===== config.mk =====
export PLATFORM = sky130hd
export DESIGN_NAME = freq_meter_ctrl
export DESIGN_NICKNAME = d
export VERILOG_FILES = /design/src/rtl/freq_meter_ctrl.sv
export SDC_FILE = /design/constraint.sdc
export NUM_CORES = 1
export LEC_CHECK = 0
export CORE_UTILIZATION = 34
export CTS_BUF_LIST = sky130_fd_sc_hd__clkbuf_8
export DETAILED_ROUTE_END_ITERATION = 8
export SLEW_MARGIN = 20
export SYNTH_ARGS = -nofsm -noshare
export SYNTH_HDL_FRONTEND = slang
export SYNTH_SLANG_ARGS = --single-unit

===== constraint.sdc =====
create_clock -name CLK_IN -period 5.6 [get_ports CLK_IN]
set_clock_uncertainty 0.05 [all_clocks]
set_input_delay 1.68 -clock CLK_IN [delete_from_list [all_inputs] [get_ports CLK_IN]]
set_output_delay 1.68 -clock CLK_IN [all_outputs]
set_load 0.02 [all_outputs]

===== src/rtl/freq_meter_ctrl.sv =====
// Gated frequency meter: counts synchronized rising edges of SIG_i over a
// programmable window of CLK_IN cycles and publishes the saturating count.
module freq_meter_ctrl #(
   parameter int GATE_W = 24,
   parameter int CNT_W  = 16
) (
   input  logic              CLK_IN,
   input  logic              RST_IN,
   input  logic              SIG_i,
   input  logic              start_i,
   input  logic              abort_i,
   input  logic              mode_i,
   input  logic [GATE_W-1:0] gate_len_i,
   output logic              busy_o,
   output logic              done_o,
   output logic [CNT_W-1:0]  count_o,
   output logic              overflow_o,
   output logic [7:0]        led_o
);

   typedef enum logic [1:0] {
      IDLE  = 2'd0,
      ARM   = 2'd1,
      GATE  = 2'd2,
      LATCH = 2'd3
   } state_t;

   state_t state;
   state_t state_nxt;

   logic sync1;
   logic sync2;
   logic last;
   logic edge_det;

   logic [GATE_W-1:0] gate_q;
   logic              mode_q;
   logic [GATE_W-1:0] timer;
   logic [CNT_W-1:0]  work_cnt;
   logic              sat;
   logic [CNT_W-1:0]  cnt_nxt;
   logic              sat_nxt;
   logic              accept;

   // Two-flop synchronizer plus history flop for rising-edge detection
   always_ff @(posedge CLK_IN or posedge RST_IN) begin
      if (RST_IN) begin
         sync1 <= 1'b0;
         sync2 <= 1'b0;
         last  <= 1'b0;
      end else begin
         sync1 <= SIG_i;
         sync2 <= sync1;
         last  <= sync2;
      end
   end

   assign edge_det = sync2 & ~last;

   // State register
   always_ff @(posedge CLK_IN or posedge RST_IN) begin
      if (RST_IN) begin
         state <= IDLE;
      end else begin
         state <= state_nxt;
      end
   end

   // Next-state logic; abort wins over start and over continuous re-arm
   always_comb begin
      state_nxt = state;
      unique case (state)
         IDLE: begin
            if (!abort_i && start_i && (gate_len_i != '0)) begin
               state_nxt = ARM;
            end
         end
         ARM: begin
            state_nxt = abort_i ? IDLE : GATE;
         end
         GATE: begin
            if (abort_i) begin
               state_nxt = IDLE;
            end else if (timer == GATE_W'(1)) begin
               state_nxt = LATCH;
            end
         end
         LATCH: begin
            state_nxt = (abort_i || !mode_q) ? IDLE : ARM;
         end
      endcase
   end

   assign accept = (state == IDLE) && (state_nxt == ARM);

   // Saturating increment of the working counter with sticky overflow
   always_comb begin
      cnt_nxt = work_cnt;
      sat_nxt = sat;
      if (edge_det && (state == GATE)) begin
         if (work_cnt == '1) begin
            sat_nxt = 1'b1;
         end else begin
            cnt_nxt = work_cnt + 1'b1;
         end
      end
   end

   // Measurement datapath: latch settings, run timer, count, publish
   always_ff @(posedge CLK_IN or posedge RST_IN) begin
      if (RST_IN) begin
         gate_q     <= '0;
         mode_q     <= 1'b0;
         timer      <= '0;
         work_cnt   <= '0;
         sat        <= 1'b0;
         count_o    <= '0;
         overflow_o <= 1'b0;
      end else begin
         if (accept) begin
            gate_q <= gate_len_i;
            mode_q <= mode_i;
         end
         if (state == ARM) begin
            work_cnt <= '0;
            sat      <= 1'b0;
            timer    <= gate_q;
         end
         if (state == GATE) begin
            timer    <= timer - 1'b1;
            work_cnt <= cnt_nxt;
            sat      <= sat_nxt;
            if (state_nxt == LATCH) begin
               count_o    <= cnt_nxt;
               overflow_o <= sat_nxt;
            end
         end
      end
   end

   assign busy_o = (state != IDLE);
   assign done_o = (state == LATCH);

   // Narrow counters drive the low LEDs and leave the rest dark
   generate
      if (CNT_W >= 8) begin : g_led_wide
         assign led_o = count_o[7:0];
      end else begin : g_led_narrow
         assign led_o = {{(8-CNT_W){1'b0}}, count_o};
      end
   endgenerate

endmodule


==> impl_metrics.tcl, run 1 <==
set metrics [dict create \
    status "completed" \
    cts_buffer_depth 2 \
    cpPeakStageDelay_ps 670 \
    io_buffer_count 56 \
    syn_area_um2 4730 \
    overflow 0 \
    fin_crit_sh_pct 74.7 \
    layout_min_cycle_time_ps 4180 \
    cts_resized 0 \
    critical_path_class "primary input to register" \
    ys_async_sr_fraction_pct 100 \
    cts_buffers 9 \
    timing.critical_path.from "gate_len_i[4]" \
    vias_per_cell 5.36 \
    antenna_found_initial 0 \
    worst_pin_slew_ps 922 \
    arrival_ps 4370 \
    grt_pass1_vias 3567 \
    synth.most_common_cell "dfrtp_1" \
    yosysSeqAreaShare_pct 46.5 \
    worst_slack_ps 1420 \
    fillers 1328 \
    yosysTopAreaCellShare_pct 46.5 \
    ys_types 63 \
    drc 0 \
    finalMaxSlewViolations 0 \
    synth_nets 504 \
    die_w_um 120 \
    fin_util_pct 41.1 \
    cts_hold_buffers 0 \
    grt_pass1_wl_mm 17.7 \
    setup_violations 0 \
    synth_area_leaders "dfrtp_1 47%, mux2_2 8.1%, a21oi_1 4.7%" \
    clk_latency_ps 360 \
    routed_wl_mm 10.7 \
    die_area_um2 14400 \
    hold_class "register to register" \
    syn_area_per_cell_um2 10.1 \
    final_layout_size_suffix_gt1_share_pct 14.6 \
    ys_ff_latch 88 \
    path_cells "clkdlybuf4s50_1 > nor4_1 > nand4_1 > nor2_1 > a41oi_1 > a21boi_4 > mux2_2" \
    firstDrtPassIters 4 \
    cp_num_cells 7 \
    htreeDepth 3 \
    clockRootBuffer "clkbuf_8" \
    ios 57 \
    grt_max_degree 68 \
    pre_cts_ws_ps 1040 \
    cpMaxStageDelayCell "a21boi_4" \
    drt-initial-drc-count 241 \
    r2r-start "state[0]$_DFF_PP0_" \
    ir_drop_mv 0.220 \
    max_freq_mhz 239 \
    hold_viol 0 \
    rsz0062_at_grt "no" \
    crit_buf_inv 1 \
    cts_tree "yes" \
    diodes 0 \
    yosys.area.top_type "dfrtp_1" \
    tns_ps 0 \
    yosys_warnings 0 \
    design.core.area_um2 13400 \
    multi_input_area_um2 2290 \
    clk_pin_slew_ps 90 \
    globalplace.congestion 0.843 \
    drv_cap 0 \
    synth_commonest_cells "88 x dfrtp_1, 44 x a21oi_1, 39 x nand2_1" \
    grt_util_all_layers_pct 15.5 \
    postSynthCellCount 467 \
    num_rows 42 \
    initial_core_util_pct 35.3 \
    stdcell_area_um2 5510 \
    wl_per_cell_um 15.7 \
    synth-edff-count 0 \
    min_from "sync1$_DFF_PP0_" \
    ff_latch_area_um2 2200 \
    ys.flop_type "dfrtp_1" \
    startpoint_type "primary input" \
    power_density_nw_per_um2 429 \
    area_growth_pct 16.5 \
    min_path_cells 0 \
    antenna_left 0 \
    die-height_um 120 \
    cp.required_ps 5790 \
    num_vias 3666 \
    crit_family "simple AND/OR/NAND/NOR gates" \
    dp_hpwl_mm 7.36 \
    post_dp_cell_area_um2 5360 \
    nNetsFinal 542 \
    p_leak_nw 2.22 \
    post_cts_buffers 0 \
    path_max_fanout 17 \
    cts_sinks 88 \
    relSlewSlack_pct 38.4 \
    end_kind "register" \
    reg2regPathDepth 9 \
]
[sequential cells by signal, indices dropped and copies added, names as in the netlist, 2 cells and up]
register,count
count_o,16
gate_q,24
state,2
timer,24
work_cnt,16
[layout by cell type (no fill, tap or decap), types with 4 or more instances in the layout]
cell type	netlist	routed
dfrtp_1	88	88
clkdlybuf4s50_1	0	56
a21oi_1	44	44
nand2_1	39	39
mux2_2	34	34
nor2_1	31	31
o21ai_0	23	23
nand3_1	17	17
inv_1	14	16
nor4_1	15	15
nor3_1	12	12
o22ai_1	11	11
clkbuf_8	0	10
mux2_4	9	9
nand2b_1	6	6
a22o_1	6	6
ha_1	7	6
nand4_1	5	5
xor2_1	5	5
mux2i_1	5	5
o2bb2ai_1	5	5
a2bb2oi_1	5	5
a31oi_1	4	4
xnor2_1	4	4
o31ai_1	4	4
buf_4	8	4
[path summary, 6_finish.rpt]
path,end,slack (ps)
max in group asynchronous,work_cnt[7]$_DFFE_PP0P_,2730
hold / removal,sync2$_DFF_PP0_,300
setup / recovery,count_o[9]$_DFFE_PP0P_,1420
hold reg to reg,sync2$_DFF_PP0_,300
min in group asynchronous,count_o[6]$_DFFE_PP0P_,1780
setup reg to reg,count_o[13]$_DFFE_PP0P_,2260
[report_power, final]
group / leakage [nW] / internal, mW / switching [mW] / total [mW]
Sequential: 1.09 / 0.838 / 0.173 / 1.01
Clock: 0.0918 / 0.163 / 0.214 / 0.377
Combinational: 1.04 / 0.429 / 0.547 / 0.976
[stage by stage]
stage | hold WS [ps] | cells | power (mW)
finish | 302 | 684 | 2.36
global route | 333 | 684 | 2.54
CTS | 305 | 684 | 2.38
detailed placement | 291 | 670 | 2.00
global placement | 291 | 670 | 1.96
floorplan | 281 | 467 | 1.75
[final cells by class]
class / instances / area share [%]
well taps: 176 / 4.00
multi-input cells: 331 / 41.5
repair buffers: 60 / 10.7
clock inverters: 4 / 0.295
clock buffers: 10 / 2.50
flip-flops and latches: 88 / 40.0
inverters: 15 / 1.04
[routing by layer]
| metal | share of wire, % | global-route usage, % | routed length, um |
|---|---|---|---|
| met4 | 0.48 | 3.98 | 51 |
| met5 | 0 | 0 | 0 |
| met3 | 4.0 | 4.13 | 427 |
| met2 | 50 | 26.7 | 5330 |
| met1 | 46 | 19.2 | 4900 |
[kinds of logic (layout without fill, tap and decap cells)]
family                     after synthesis  after routing  synth area share (%)
buffers and inverters                   48             89                  5.26
adders and majority gates                7              7                  1.85
xor gates and xnor gates                 9              9                  1.67
and+or+nand+nor                        147            147                  16.4
DFF                                     88             88                  46.5
AOI/OAI and AO/OA                      120            120                  16.3
muxes                                   48             48                  12.0
[worst register-to-register path, cell delays in order (launching register included)]
cell	delay, ps
dfrtp_1	440
inv_1	150
ha_2	180
buf_4	510
nand3b_1	250
nor2_1	500
or4b_2	650
xor2_1	150
nand2_1	90
mux2_2	260
No activity file was read; power rests on OpenSTA's default activity.
==> run 2, diff against run 1 <==
==> constraint.sdc (replaced) <==
create_clock -name CLK_IN -period 4.1 [get_ports CLK_IN]
set_clock_uncertainty 0.05 [all_clocks]
set_input_delay 1.23 -clock CLK_IN [delete_from_list [all_inputs] [get_ports CLK_IN]]
set_output_delay 1.23 -clock CLK_IN [all_outputs]
set_load 0.02 [all_outputs]
==> impl_metrics.tcl, run 2 (same netlist as run 1, synthesis figures left out) <==
set metrics [dict create \
    cp.required_ps 4310 \
    antenna_left 0 \
    path_max_fanout 17 \
    dp_hpwl_mm 7.39 \
    die_area_um2 14400 \
    routed_wl_mm 10.6 \
    cts_buffer_depth 2 \
    die_w_um 120 \
    cts_resized 0 \
    p_leak_nw 2.26 \
    fin_util_pct 41.8 \
    hold_viol 0 \
    ff_latch_area_um2 2200 \
    placedCellCount 672 \
    drt-initial-drc-count 199 \
    max_freq_mhz 275 \
    path_cells "clkdlybuf4s50_1 > nor4_1 > buf_4 > nand4_1 > nor2_1 > a41oi_1 > a21boi_4 > mux2_2" \
    fillers 1307 \
    die-height_um 120 \
    diodes 0 \
    cts_sinks 88 \
    setup_violations 0 \
    area_growth_pct 18.3 \
    grt_util_all_layers_pct 15.9 \
    pwr-share-seq_pct 41.3 \
    p_clk_share_pct 18.3 \
    clockRootBuffer "clkbuf_8" \
    multi_input_area_um2 2290 \
    firstDrtPassIters 4 \
    wl_per_cell_um 15.3 \
    report.power.total_mw 3.33 \
    io_buffer_count 56 \
    top_regs "gate_q: 24 flops, timer: 24 flops" \
    ios 57 \
    fin_crit_sh_pct 88.8 \
    final_common_cell "dfrtp_1" \
    antenna_found_initial 0 \
    end_kind "register" \
    drc 0 \
    drv_cap 0 \
    critical_path_class "primary input to register" \
    post_cts_buffers 0 \
    htreeDepth 3 \
    ir_drop_mv 0.331 \
    cts_buffers 9 \
    layout_min_cycle_time_ps 3640 \
    rsz0062_at_grt "no" \
    internal_power_mw 2.06 \
    arrival_ps 3850 \
    stdcell_count 688 \
    vias_per_cell 5.32 \
    relSlewSlack_pct 39.7 \
    cts_hold_buffers 0 \
    finalMaxSlewViolations 0 \
    p_switching_mw 1.27 \
    globalplace.congestion 0.822 \
    design.core.area_um2 13400 \
    tns_ps 0 \
    cpMaxStageDelayCell "a21boi_4" \
    initial_core_util_pct 35.3 \
    power_density_nw_per_um2 596 \
    num_vias 3661 \
    clk_pin_slew_ps 90 \
    grt_pass1_vias 3647 \
    startpoint_type "primary input" \
    grt_max_degree 70 \
    overflow 0 \
    status "completed" \
    layout_common_cells "88 x dfrtp_1, 56 x clkdlybuf4s50_1, 44 x a21oi_1, 39 x nand2_1, 34 x mux2_2" \
    grt_pass1_wl_mm 18.2 \
    holdWs_ps 319 \
    nNetsFinal 544 \
    cpPeakStageDelay_ps 630 \
    final_layout_size_suffix_gt1_share_pct 15.4 \
    p_sw_share_pct 38.1 \
    combPwrFrac_pct 40.4 \
    cts_tree "yes" \
    num_rows 42 \
    hold_class "register to register" \
    worst_pin_slew_ps 903 \
    clk_latency_ps 370 \
]
==> run 2: changes by cell type in the layout (fill, tap and decap cells not counted), sizes merged <==
cell    delta
buf        +2
clkinv     +1
inv        -1
clkbuf     +1
bufinv     +1
==> run 2: worst max-delay path: cells and delay by family <==
kind,cells,cell delay (ps)
compound gates,2,820
buf+inv,2,620
mux,1,410
simple gates,3,750
==> run 2: final cells by class <==
cell class	instances	share of cell area [%]
inverter	15	1.03
sequential	88	39.3
tap	176	3.93
multi-input combinational	331	40.9
timing repair buffer	62	11.3
clock buffer	11	2.71
clock inverter	5	0.850
==> run 2: stage by stage <==
stage | instance area (um2) | setup slack [ps]
floorplan | 4730 | 541
global route | 5600 | 334
detailed placement | 5400 | 36.9
CTS | 5600 | 448
finish | 5600 | 459
global placement | 5400 | 137
==> run 2: per-layer routing <==
metal  GRT usage, %  vias up  wire [um]
li1               -     1777          -
met1           19.8     1790       4640
met2           26.5       76       5270
met3           3.47       18        387
met4           6.56        0        257
met5              0        -          0
==> run 2: worst paths after layout <==
path	slack, ps	startpoint	to	cells after the start
max	460	gate_len_i[3]	count_o[9]$_DFFE_PP0P_	8
min	320	sync1$_DFF_PP0_	sync2$_DFF_PP0_	0
max reg2reg	1070	state[0]$_DFF_PP0_	count_o[9]$_DFFE_PP0P_	8
min reg2reg	320	sync1$_DFF_PP0_	sync2$_DFF_PP0_	0
max in group asynchronous	2230	RST_IN	gate_q[21]$_DFFE_PP0P_	3
min in group asynchronous	1090	RST_IN	count_o[4]$_DFFE_PP0P_	2
==> run 2: power by group through the flow <==
| stage | combinational [mW] | sequential (mW) | clock (mW) |
|---|---|---|---|
| floorplan | 1.06 | 1.33 | 0 |
| global placement | 1.32 | 1.39 | 0 |
| detailed placement | 1.36 | 1.40 | 0 |
| CTS | 1.37 | 1.38 | 0.641 |
| global route | 1.51 | 1.42 | 0.670 |
| finish | 1.35 | 1.38 | 0.610 |
==> run 3, diff against run 2 <==
==> constraint.sdc (replaced) <==
create_clock -name CLK_IN -period 3.5 [get_ports CLK_IN]
set_clock_uncertainty 0.05 [all_clocks]
set_input_delay 1.05 -clock CLK_IN [delete_from_list [all_inputs] [get_ports CLK_IN]]
set_output_delay 1.05 -clock CLK_IN [all_outputs]
set_load 0.02 [all_outputs]
==> impl_metrics.tcl, run 3 (same netlist as run 1, synthesis figures left out) <==
set metrics [dict create \
    holdWs_ps 309 \
    overflow 0 \
    hold_viol 0 \
    routed_wl_mm 10.8 \
    initial_core_util_pct 35.3 \
    combPwrFrac_pct 38.8 \
    grt_max_degree 48 \
    layout_common_cells "88 x dfrtp_1, 56 x clkdlybuf4s50_1, 44 x a21oi_1, 39 x nand2_1, 34 x mux2_2" \
    drc 0 \
    io_buffer_count 56 \
    cts_sinks 88 \
    ir_drop_mv 0.351 \
    die-height_um 120 \
    final_layout_size_suffix_gt1_share_pct 17.3 \
    diodes 0 \
    worst_pin_slew_ps 778 \
    finalMaxSlewViolations 0 \
    cts_buffers 9 \
    dp_hpwl_mm 7.82 \
    nNetsFinal 553 \
    status "completed" \
    top_regs "gate_q: 24 flops, timer: 24 flops" \
    layout_min_cycle_time_ps 3360 \
    post_cts_buffers 0 \
    fin_crit_sh_pct 96.1 \
    p_switching_mw 1.53 \
    p_clk_share_pct 22.3 \
    max_freq_mhz 297 \
    arrival_ps 3570 \
    num_rows 42 \
    antenna_found_initial 0 \
    clk_latency_ps 380 \
    drt-initial-drc-count 203 \
    clk_pin_slew_ps 90 \
    fin_util_pct 42.8 \
    design.core.area_um2 13400 \
    rsz0062_at_grt "no" \
    die_area_um2 14400 \
    relSlewSlack_pct 47.7 \
    path_max_fanout 17 \
    r2r-start "timer[10]$_DFFE_PP0P_" \
    die_w_um 120 \
    ios 57 \
    internal_power_mw 2.64 \
    globalplace.congestion 0.844 \
    vias_per_cell 5.37 \
    min_from "sync1$_DFF_PP0_" \
    power_density_nw_per_um2 728 \
    cts_tree "yes" \
    drv_cap 0 \
    startpoint_type "primary input" \
    grt_pass1_vias 3721 \
    num_vias 3742 \
    htreeDepth 3 \
    grt_util_all_layers_pct 16.3 \
    tns_ps 0 \
    p_sw_share_pct 36.7 \
    pwr-share-seq_pct 38.9 \
    hold_class "register to register" \
    firstDrtPassIters 4 \
    critical_path_class "primary input to register" \
    p_leak_nw 2.33 \
    placedCellCount 681 \
    grt_pass1_wl_mm 18.3 \
    cts_buffer_depth 2 \
    cts_resized 0 \
    antenna_left 0 \
    cp.required_ps 3710 \
    stdcell_count 697 \
    clockRootBuffer "clkbuf_8" \
    end_kind "register" \
    final_common_cell "dfrtp_1" \
    area_growth_pct 21.2 \
    cts_hold_buffers 0 \
    wl_per_cell_um 15.5 \
    setup_violations 0 \
    timing.critical_path.from "gate_len_i[4]" \
]
## run 3: changes by cell type in the layout (fill, tap and decap cells not counted), sizes merged
cell and delta:
clkbuf -1, buf +9, bufinv +3, inv -2
## run 3: worst max-delay path, cell delays in order
cell	delay, ps
clkdlybuf4s50_1	420
nor4_1	330
buf_4	190
nand4_1	120
nor2_1	200
a41oi_1	200
a21boi_4	650
mux2_2	410
## run 3: worst paths after layout
| kind | to | slack, ps | cells after the start |
|---|---|---|---|
| setup / recovery | count_o[10]$_DFFE_PP0P_ | 140 | 8 |
| hold / removal | sync2$_DFF_PP0_ | 310 | 0 |
| setup reg to reg | count_o[10]$_DFFE_PP0P_ | 600 | 6 |
| hold reg to reg | sync2$_DFF_PP0_ | 310 | 0 |
| max in group asynchronous | timer[21]$_DFFE_PP0P_ | 1930 | 3 |
| min in group asynchronous | count_o[6]$_DFFE_PP0P_ | 900 | 2 |
## run 3: power groups by stage
stage          Sequential (mW)  Combinational [mW]  Clock, mW
5_1_grt                   1.67                1.81      0.995
4_1_cts                   1.62                1.64      0.959
2_1_floorplan             1.55                1.25          0
3_5_place_dp              1.64                1.64          0
3_3_place_gp              1.62                1.59          0
6_report                  1.62                1.62      0.930
## run 3: metrics by stage
step	total power, mW	setup slack [ps]	cell area [um2]
floorplan	2.80	121	4730
global placement	3.21	-275	5470
detailed placement	3.28	-279	5470
CTS	4.22	124	5730
global route	4.48	0.624	5730
finish	4.17	137	5730
## run 3: layer usage
layer	vias up	global-route usage [%]	part of all wire, %
li1	1801	-	-
met1	1833	19.9	44
met2	89	26.8	49
met3	19	3.80	3.7
met4	0	8.05	3.1
met5	-	0	0
## run 3: cell type report
cell class	count	area, um2
timing repair buffer	71	698
clock inverter	6	130
fill	1305	7670
sequential	88	2200
inverter	15	57.6
clock buffer	10	138
tap	176	220
multi-input combinational	331	2290
